--- config.mk ---
export PLATFORM = sky130hd
export DESIGN_NAME = led_breathe_pwm
export DESIGN_NICKNAME = d
export VERILOG_FILES = /design/src/rtl/led_breathe_pwm.sv
export SDC_FILE = /design/constraint.sdc
export NUM_CORES = 1
export LEC_CHECK = 0
export ABC_AREA = 1
export BUFFER_PORTS_ARGS = -buffer_cell sky130_fd_sc_hd__buf_2
export CAP_MARGIN = 20
export CORE_ASPECT_RATIO = 0.7
export CORE_MARGIN = 2
export CORE_UTILIZATION = 49
export CTS_CLUSTER_DIAMETER = 40
export DETAILED_ROUTE_END_ITERATION = 6
export PLACE_DENSITY = 0.66
export SETUP_SLACK_MARGIN = 0.5
export SLEW_MARGIN = 25
export SYNTH_ARGS = -nofsm -noshare
export SYNTH_HDL_FRONTEND = slang
export SYNTH_SLANG_ARGS = --single-unit
--- constraint.sdc ---
create_clock -name clk_in -period 2.9 [get_ports clk_in]
set_input_delay 0.145 -clock clk_in [delete_from_list [all_inputs] [get_ports clk_in]]
set_output_delay 0.145 -clock clk_in [all_outputs]
set_load 0.02 [all_outputs]
--- src/rtl/led_breathe_pwm.sv ---
// led_breathe_pwm
//   LED output stage: a PWM "breathing" green LED plus a 4-step bar graph on
//   the red LEDs. A prescaler paces the brightness ramp, and a 4-state FSM
//   gives the ramp its triangular profile: up, hold high, down, hold low.
//
// Ports
//   clk_in         system clock
//   rst_in         synchronous reset, active-high
//   enable_in      1: ramp advances; 0: ramp frozen while PWM keeps running
//   led_green_out  PWM output at the currently applied duty (registered)
//   led_red_out    bar graph of the applied duty; thresholds at quarter steps (registered)
//   level_out      current brightness level register
module led_breathe_pwm #(
    parameter int PWM_BITS   = 8,
    parameter int STEP_DIV   = 46875,
    parameter int HOLD_STEPS = 64
) (
    input  logic                clk_in,
    input  logic                rst_in,
    input  logic                enable_in,
    output logic                led_green_out,
    output logic [3:0]          led_red_out,
    output logic [PWM_BITS-1:0] level_out
);

    localparam int PRE_W   = (STEP_DIV > 1) ? $clog2(STEP_DIV) : 1;
    localparam int HOLD_W  = (HOLD_STEPS > 1) ? $clog2(HOLD_STEPS) : 1;
    localparam int QUARTER = 2 ** (PWM_BITS - 2);

    localparam logic [PWM_BITS-1:0] MAX       = '1;
    localparam logic [PWM_BITS-1:0] MAX_M1    = MAX - 1'b1;
    localparam logic [PWM_BITS-1:0] ONE       = PWM_BITS'(1);
    localparam logic [PRE_W-1:0]    PRE_LAST  = PRE_W'(STEP_DIV - 1);
    localparam logic [HOLD_W-1:0]   HOLD_LAST = HOLD_W'(HOLD_STEPS - 1);

    typedef enum logic [1:0] {
        S_UP      = 2'd0,
        S_HOLD_HI = 2'd1,
        S_DOWN    = 2'd2,
        S_HOLD_LO = 2'd3
    } state_e;

    state_e              state_q,     state_d;
    logic [PWM_BITS-1:0] pwm_cnt_q,   pwm_cnt_d;
    logic [PRE_W-1:0]    prescaler_q, prescaler_d;
    logic [PWM_BITS-1:0] level_q,     level_d;
    logic [HOLD_W-1:0]   hold_cnt_q,  hold_cnt_d;
    logic [PWM_BITS-1:0] duty_q,      duty_d;
    logic                green_q,     green_d;
    logic [3:0]          red_q,       red_d;
    logic                tick;

    assign tick = enable_in && (prescaler_q == PRE_LAST);

    always_comb begin
        // NOTE: every signal gets a default first so no path leaves one unassigned (no latches).
        state_d     = state_q;
        level_d     = level_q;
        hold_cnt_d  = hold_cnt_q;
        prescaler_d = prescaler_q;
        // MAX is all ones, so the natural binary wrap gives MAX -> 0.
        pwm_cnt_d   = pwm_cnt_q + 1'b1;

        if (enable_in) begin
            prescaler_d = tick ? '0 : prescaler_q + 1'b1;
        end

        if (tick) begin
            case (state_q)
                S_UP: begin
                    level_d = level_q + 1'b1;
                    if (level_q == MAX_M1) begin
                        state_d    = S_HOLD_HI;
                        hold_cnt_d = '0;
                    end
                end
                S_HOLD_HI: begin
                    hold_cnt_d = hold_cnt_q + 1'b1;
                    if (hold_cnt_q == HOLD_LAST) state_d = S_DOWN;
                end
                S_DOWN: begin
                    level_d = level_q - 1'b1;
                    if (level_q == ONE) begin
                        state_d    = S_HOLD_LO;
                        hold_cnt_d = '0;
                    end
                end
                S_HOLD_LO: begin
                    hold_cnt_d = hold_cnt_q + 1'b1;
                    if (hold_cnt_q == HOLD_LAST) state_d = S_UP;
                end
                default: begin
                    state_d    = S_UP;
                    level_d    = '0;
                    hold_cnt_d = '0;
                end
            endcase
        end

        // Duty is latched only at the last count of a period, so a level change
        // never splits a PWM period.
        duty_d  = (pwm_cnt_q == MAX) ? level_q : duty_q;
        green_d = (pwm_cnt_q < duty_q);
        for (int i = 0; i < 4; i++) begin
            red_d[i] = (int'(duty_q) >= i * QUARTER + 1);
        end
    end

    always_ff @(posedge clk_in) begin
        // NOTE: sequential state uses non-blocking assignments so every flop samples pre-edge values.
        if (rst_in) begin
            state_q     <= S_UP;
            pwm_cnt_q   <= '0;
            prescaler_q <= '0;
            level_q     <= '0;
            hold_cnt_q  <= '0;
            duty_q      <= '0;
            green_q     <= 1'b0;
            red_q       <= 4'b0000;
        end else begin
            state_q     <= state_d;
            pwm_cnt_q   <= pwm_cnt_d;
            prescaler_q <= prescaler_d;
            level_q     <= level_d;
            hold_cnt_q  <= hold_cnt_d;
            duty_q      <= duty_d;
            green_q     <= green_d;
            red_q       <= red_d;
        end
    end

    assign led_green_out = green_q;
    assign led_red_out   = red_q;
    assign level_out     = level_q;

endmodule
# Word-level counts from Yosys, hierarchy flattened
# Index checks and enable logic that the tools add are counted.
[totals] register_bits=53 latch_bits=0 ram_bits=0 romBits=0 input_bits=3 out_inout_bits=13 elab_cells=47 mem_count=0
[op_classes] n_addsub=5 mul=0 div_mod_pow=0 n_lt_le_gt_ge=5 eq_ne=12 shifts=0 n_mux=10 bitwise_logic=0 n_reduce_logical=7
[op_table] cell="6-bit one-hot mux with 3 select lines" count=1
[op_table] cell="16-bit by 1-bit adder with 16-bit output (second input constant)" count=1
[op_table] cell="8-bit by 1-bit adder with 8-bit output (second input constant)" count=2
[op_table] cell="16-bit equality test (second input constant)" count=1
[op_table] cell="8-bit equality test (second input constant)" count=2
[op_table] cell="8-bit >= comparator (second input constant)" count=2
[op_table] cell="16-bit two-way mux" count=1
[op_table] cell="8-bit one-hot mux with 2 select lines" count=1
[op_table] cell="6-bit two-way mux" count=2
[op_table] cell="8-bit by 1-bit equality test with 1-bit output (second input constant)" count=1
[op_table] cell="8-bit by 1-bit >= comparator with 1-bit output (second input constant)" count=1
[op_table] cell="8-bit by 7-bit >= comparator with 1-bit output (second input constant)" count=1
[op_table] cell="8-bit less-than comparator" count=1
[op_table] cell="2-bit two-way mux" count=4
[op_table] cell="2-bit inequality test (second input constant)" count=4
[op_table] cell="2-bit one-hot mux with 4 select lines" count=1
[op_table] cell="8-bit by 1-bit subtractor with 8-bit output (second input constant)" count=1
[op_table] cell="6-bit by 1-bit adder with 6-bit output (second input constant)" count=1
[op_table] cell="6-bit equality test (second input constant)" count=1
[op_table] cell="5-bit AND reduction" count=1
[op_table] cell="2-bit equality test (second input constant)" count=2
[op_table] cell="3-bit AND reduction" count=1
[op_table] cell="2-bit by 1-bit equality test with 1-bit output (second input constant)" count=1
[op_table] cell="2-bit logical NOT" count=1
[op_table] cell="other kinds (4)" count=4

# Logic depth before layout (Yosys ltp)
# Gate-level depths: netlist of the first run.
[depth] word_depth=3 depth_mapped=13

# Worst setup path after synthesis of the first run
# No wires, ideal clock.
[synth_timing] path_type="register -> register" start="register level_q[0] (netlist: level_out[0])" end="register hold_cnt_q[0]" setup_time_ns=0.132 arrival_time_ns=1.341 required_ns=2.768 setup_slack_ns=1.426 stages_incl_launch_ff=12 path_buffers=0 cell_sequence="dfxtp_1 > inv_1 > ha_1 > nand2_1 > nor2_1 > nand2_1 > nand2_1 > nand2_1 > nor2_4 > inv_2 > nand2_1 > a21oi_1"
[synth_between] elab_chain_cells=3
[synth_lines] item="start: declaration" line="46" rtl="logic [PWM_BITS-1:0] level_q, level_d;"
[synth_lines] item="start signal: assignment" line="124" rtl="level_q <= level_d;"
[synth_lines] item="8-bit by 1-bit equality test with 1-bit output or 8-bit equality test (tied branches)" line="83, 72"
[synth_lines] item="2-bit inequality test (no line)"
[synth_lines] item="3-bit AND reduction (no line) *"
[synth_lines] item="end signal: assignment" line="125" rtl="hold_cnt_q <= hold_cnt_d;"
[synth_lines] item="end: declaration" line="47" rtl="logic [HOLD_W-1:0] hold_cnt_q, hold_cnt_d;"
# Every way passes the cells marked *; elsewhere a longest branch is shown, timed or not.
# A chain may end at the register's enable or synchronous reset.

# Worst setup path after layout of the first run
[layout_timing] start="register prescaler_q[0]" end="register prescaler_q[1]"
[layout_between] elab_chain_cells=3
[layout_lines] item="start: declaration" line="45" rtl="logic [PRE_W-1:0] prescaler_q, prescaler_d;"
[layout_lines] item="start signal: assignment" line="123" rtl="prescaler_q <= prescaler_d;"
[layout_lines] item="parallel branches: the longest is 2 deep, another holds 16-bit by 1-bit adder with 16-bit output"
[layout_lines] item="16-bit two-way mux *" line="65" rtl="prescaler_d = tick ? '0 : prescaler_q + 1'b1;"
# Every way passes the cells marked *.

==> results of run 1 <==
-- state kept, by name, indices dropped and copies added (netlist names) --
name / count
led_red_out: 4
pwm_cnt_q: 8
led_green_out: 1
duty_q: 8
prescaler_q: 16
state_q: 2
level_out: 8
hold_cnt_q: 6
-- cell families (layout without fill, tap and decap cells) --
family / after synthesis / count (layout)
simple gates: 199 / 199
compound gates: 67 / 67
buf+inv: 61 / 75
flops: 53 / 53
fa+ha+maj: 19 / 19
xor+xnor: 8 / 8
-- final cells by class --
class	instances	area, um2
Clock buffer	5	68.8
Clock inverter	2	35.0
Fill cell	596	2580
Inverter	53	199
Multi-Input combinational cell	293	1530
Sequential cell	53	1060
Tap cell	75	93.8
Timing Repair Buffer	15	75.1
-- power breakdown --
part	internal, mW	switching (mW)
combinational	0.0160	0.0315
clock	0.251	0.233
sequential	0.735	0.00866
total	1.00	0.273
-- worst max path at each step --
stage	endpoint	slack [ns]	depth (start not counted)
finish	prescaler_q[1]$_SDFFE_PP0P_	0.92	11
global route	prescaler_q[8]$_SDFFE_PP0P_	0.60	11
CTS	prescaler_q[2]$_SDFFE_PP0P_	0.92	11
detailed placement	prescaler_q[7]$_SDFFE_PP0P_	0.94	11
global placement	prescaler_q[9]$_SDFFE_PP0P_	1.04	11
floorplan	hold_cnt_q[0]$_SDFFE_PP0P_	1.43	11
-- per-layer routing --
| metal | up-vias | global-route usage | part of all wire |
|---|---|---|---|
| li1 | 1322 | - | - |
| met1 | 1072 | 0.291 | 0.56 |
| met2 | 26 | 0.299 | 0.40 |
| met3 | 7 | 0.0391 | 0.026 |
| met4 | 0 | 0.0598 | 0.011 |
| met5 | - | 0 | 0 |
-- Yosys cell counts, types with 3 or more instances --
cell type and count:
nand2_1 85, xor2_1 6, nor2_4 3, nor3_1 5
a31oi_1 3, nand3_1 16, nand4_1 5, inv_1 51
buf_2 3, nor2_1 69, nor2_2 5, a21oi_1 35
o21ai_0 26, dfxtp_1 53, ha_1 19
-- per-stage QoR --
step	instance area, um2	hold WS [ns]	util	setup slack (ns)
floorplan	2830	0.257	-	1.43
global placement	2950	0.448	0.524	1.04
detailed placement	2950	0.453	0.524	0.940
CTS	3060	0.166	0.542	0.919
global route	3060	0.183	0.542	0.605
finish	3060	0.183	0.542	0.916
==> run metrics, run 1 <==
outcome=finished clean; Gate Count Post-Synth=407; hold crit path type=input pin to register; Tmin final=1.98 ns; worst reg2reg path depth=11; # hold bufs at CTS=0; routability congestion estimate from global placement=0.820; Clock transition at path regs=0.09 ns; Warnings, synthesis=0; IO Pins=16; Netlist Area Pre-Place=2830 um2; critical path required time=3.13 ns; adder-cell share of the synthesized area=0.0841; Seq cells post-synth=53; most frequent cells in the layout=nand2_1 (85), nor2_1 (69), dfxtp_1 (53); post-synthesis mux area share=0; core footprint=5640 um2; Net Count, Synth=429; Root Buffer=clkbuf_8; worst r2r dst=prescaler_q[1]$_SDFFE_PP0P_; biggest cell delay along the critical path=0.52 ns; fmax=504 MHz; share of cells above drive strength 1=0.0950; Arr. time, crit path=2.21 ns; worst clock skew=0.00829 ns; Syn Area/Cell=6.94 um2; vias in the first global route=2234; row cnt=23; Area Growth Syn to Fin=8.19%; Rel. slew slack=0.510; Synth Area in Simple Gates=0.309; routed length per instance=11.5 um; DPL Wire Length=4270 um; Total Die Area=6400 um2; drc violations=0; crit share post-route=0.684; Leak=1.27 nW; Worst R2R Setup Slack=0.92 ns; final setup fails=0; Slew @ Worst Pin=0.734 ns; pwr dens=417 nW/um2; VDD IR max=197 uV; Post-Route WL=5700 um; DR pass1 iterations=4; leading area contributor after synthesis=dfxtp_1; first-pass GRT wire length=10000 um; kind of cell adding the most delay to the critical path=simple AND/OR/NAND/NOR gates; largest net degree at the start of global routing=26; post-synthesis sequential area ratio=0.375; PostCTS Resize Cnt=0; Max Slew Vio Count=0; xor and xnor area share after synthesis=0.0248; 1st-iter DRT viols=71; drt via density=4.89; non-filler cells, final=496; Setup CP Type=register to register; post-synth top area share=0.375; Placed Cells=489; Distinct cells, synth=32; Startpoint Class=register; die height=67.5 um; CP Capture Type=register; Clk Latency, worst-skew pair=0.30 ns; Antenna Violating Nets Remaining=0; Max stage delay cell, worst path=nor2_1; Compound-Gate Fraction of Synth Area=0.122; H-tree levels=2; hold_sp=enable_in; Most used DFF post-synth=dfxtp_1; final setup TNS=0 ns; grt total ovfl=0; Post-CTS Repair Setup Buffers=0; Buf+Inv Stages, Crit Path=3; CP cell instances=inv_1 > ha_1 > nand2_1 > inv_1 > nand2_1 > nor2_1 > inv_1 > nor2_4 > nor2_1 > nand2_1 > o21ai_0; total CTS buffers=5; initial antenna violation count=0; CP Launch Point=prescaler_q[0]$_SDFFE_PP0P_; commonest non-fill, non-tap cell in the layout=nand2_1; Area contributors post-synth=dfxtp_1 (38%), nand2_1 (11%), nor2_1 (9.2%), ha_1 (8.4%), inv_1 (6.8%); vias=2427; Tot Pwr=1.28 mW; Final nets=443; clock sinks=53; Max-Cap Viols=0; WHS Path Cells=2; Post-synth EDFFs=0; RSZ-0062 raised after global routing=no; largest family of logic cells by synthesized area=simple AND/OR/NAND/NOR gates; gr usage total=0.200; CTS tree=done; Chip Width=94.8 um; async set or reset register ratio after synthesis=0; Hold Path Sink=prescaler_q[0]$_SDFFE_PP0P_; Max clock buf depth=2; Fin. Hold Viols=0; port buffer count=15; largest fanout on the critical path=11; Reg2Reg Launch Point=prescaler_q[0]$_SDFFE_PP0P_; # diodes=0; initial core utilization=0.501
No activity file was read; power rests on OpenSTA's default activity.
==> run 2: changes to the inputs <==
--- a/config.mk
+++ b/config.mk
@@ -5,7 +5,7 @@
 export SDC_FILE = /design/constraint.sdc
 export NUM_CORES = 1
 export LEC_CHECK = 0
-export ABC_AREA = 1
+export ABC_AREA = 0
 export BUFFER_PORTS_ARGS = -buffer_cell sky130_fd_sc_hd__buf_2
 export CAP_MARGIN = 20
 export CORE_ASPECT_RATIO = 0.7
==> constraint.sdc (replaced) <==
create_clock -name clk_in -period 1.85 [get_ports clk_in]
set_input_delay 0.0925 -clock clk_in [delete_from_list [all_inputs] [get_ports clk_in]]
set_output_delay 0.0925 -clock clk_in [all_outputs]
set_load 0.02 [all_outputs]
==> run 2 against run 1 <==
Compared with the run above: worst setup slack got worse by 1.2 ns; critical endpoint is now hold_cnt_q[4]$_SDFFE_PP0P_; the run now ends with setup timing left; largest power group unchanged; highest routed layer unchanged; die area is 5.4% lower; clock skew is 0.0013 ns higher.
==> run metrics, run 2 <==
drc violations=0; initial core utilization=0.510; port buffer count=15; Area contributors post-synth=dfxtp_1 (40%), ha_1 (8.9%), nor2_1 (8.2%), xor2_1 (4.6%), xnor2_1 (4.3%); final setup TNS=-1.72 ns; Leak=1.40 nW; Netlist Area Pre-Place=2670 um2; clock sinks=53; Chip Width=92.1 um; final setup fails=9; Net Count, Synth=324; Clk Latency, worst-skew pair=0.31 ns; Arr. time, crit path=2.37 ns; largest fanout on the critical path=8; row cnt=22; Post-synth EDFFs=0; Area Growth Syn to Fin=41.6%; pre-CTS setup slack=-0.289 ns; Total Die Area=6050 um2; worst clock skew=0.00961 ns; failing checks=setup timing; total CTS buffers=5; post-synth top area share=0.398; worst setup margin=-0.282 ns; Most used DFF post-synth=dfxtp_1; Synth top cells by count=nor2_1 (58), dfxtp_1 (53), ha_1 (19), nand2_1 (16), inv_1 (15); hold crit path type=input pin to register; Setup CP Type=register to register; outcome=complete, but fails checks; CP Capture Type=register; crit share post-route=1.15; biggest cell delay along the critical path=0.55 ns; # hold bufs at CTS=0; vias in the first global route=2163; Syn Area/Cell=8.82 um2; H-tree levels=2; Fin Hold WS=0.162 ns; Fin. Hold Viols=0; Root Buffer=clkbuf_8; VDD IR max=390 uV; Max Slew Vio Count=0; die height=65.7 um; Slew @ Worst Pin=0.386 ns; Post-Route WL=6520 um; Tmin final=2.13 ns; initial antenna violation count=0; leading area contributor after synthesis=dfxtp_1; largest net degree at the start of global routing=23; post-synthesis sequential area ratio=0.398; pwr dens=516 nW/um2; grt total ovfl=0; RSZ-0062 raised after global routing=yes; commonest non-fill, non-tap cell in the layout=buf_4; routability congestion estimate from global placement=0.774; # diodes=0; most frequent cells in the layout=buf_4 (48), nor2_1 (41), dfxtp_1 (39); Max clock buf depth=2; drt via density=5.26; gr usage total=0.219; Distinct cells, synth=44; Rel. slew slack=0.742; DR pass1 iterations=4; CTS tree=done; most common cell in the netlist=nor2_1; routed length per instance=14.6 um; Final nets=396; Gate Count Post-Synth=302; DPL Wire Length=4140 um; max FFs per register=16; Tot Pwr=1.95 mW; Reg with most FFs=prescaler_q; async set or reset register ratio after synthesis=0; Warnings, synthesis=0; first-pass GRT wire length=10400 um; core footprint=5230 um2; critical path required time=2.09 ns; Antenna Violating Nets Remaining=0; Seq cells post-synth=53; fmax=469 MHz; 1st-iter DRT viols=89; IO Pins=16; Clock transition at path regs=0.10 ns; Max stage delay cell, worst path=or4_4; vias=2352; share of cells above drive strength 1=0.413; Max-Cap Viols=0; Startpoint Class=register; CP cell instances=or4_4 > o41ai_4 > nand4_4 > buf_4 > or4_1 > a21oi_1
-- run 2: changes by cell type after synthesis, moves of 5 or more --
cell / change
xnor2_1: +11
xor2_1: +8
nand3_1: -6
nand2_1: -69
nor2_2: -5
a21oi_1: -21
o21ai_0: -19
mux2i_1: +11
nor2_1: -11
inv_1: -36
-- run 2: layout make-up --
type                    instances  area, um2
flip-flops and latches         53       1080
multi-input cells             223       1860
repair buffers                 76        598
fillers                       374       1460
well taps                      72       90.1
clock inverters                 3       17.5
inverters                      15       56.3
clock buffers                   5       68.8
-- run 2: cells by family (layout without fill, tap and decap cells) --
family / Yosys count / after routing / share of synthesized area
compound gates: 35 / 35 / 0.0869
xor+xnor: 27 / 27 / 0.0887
flops: 53 / 53 / 0.398
mux: 11 / 11 / 0.0413
fa+ha+maj: 19 / 19 / 0.0892
simple gates: 131 / 131 / 0.248
buf+inv: 26 / 99 / 0.0474
-- run 2: path summary, 6_finish.rpt --
path	startpoint	end	slack (ns)	cells past startpoint
max	level_out[2]$_SDFFE_PP0P_	hold_cnt_q[4]$_SDFFE_PP0P_	-0.28	6
min	rst_in	duty_q[6]$_SDFFE_PP0N_	0.16	2
max reg2reg	level_out[2]$_SDFFE_PP0P_	hold_cnt_q[4]$_SDFFE_PP0P_	-0.28	6
min reg2reg	duty_q[6]$_SDFFE_PP0N_	led_red_out[3]$_SDFF_PP0_	0.48	2
-- run 2: worst max-delay path: cells and delay by family, from the launching register on --
family / cells / cell delay, ns
AND/OR/NAND/NOR: 3 / 1.13
AO/OA/AOI/OAI: 2 / 0.41
flip-flops: 1 / 0.33
buffers and inverters: 1 / 0.18
-- run 2: power breakdown --
| group | internal [mW] | leakage, nW | switching [mW] |
|---|---|---|---|
| clock | 0.262 | 0.0439 | 0.393 |
| sequential | 1.15 | 0.435 | 0.0114 |
| combinational | 0.0594 | 0.920 | 0.0698 |
| total | 1.47 | 1.40 | 0.474 |
-- run 2: layer usage --
metal | part of all wire | GRT usage
met1 | 0.50 | 0.330
met2 | 0.45 | 0.314
met3 | 0.040 | 0.0505
met4 | 0.0075 | 0.0560
met5 | 0 | 0
-- run 2: what timing repair did --
action,CTS,global route
endpoints found under the hold margin,0,0
buffers inserted,7,7
endpoints found under the setup margin,41,46
gates resized for setup,47,35
pin swaps,23,21
-- run 2: per-stage QoR --
step                      cells  cell area [um2]  utilization
after global placement      425             3220        0.615
after floorplan             302             2780            -
after CTS                   440             3560        0.681
after detailed placement    425             3220        0.615
after global routing        447             3770        0.722
final                       447             3770        0.722
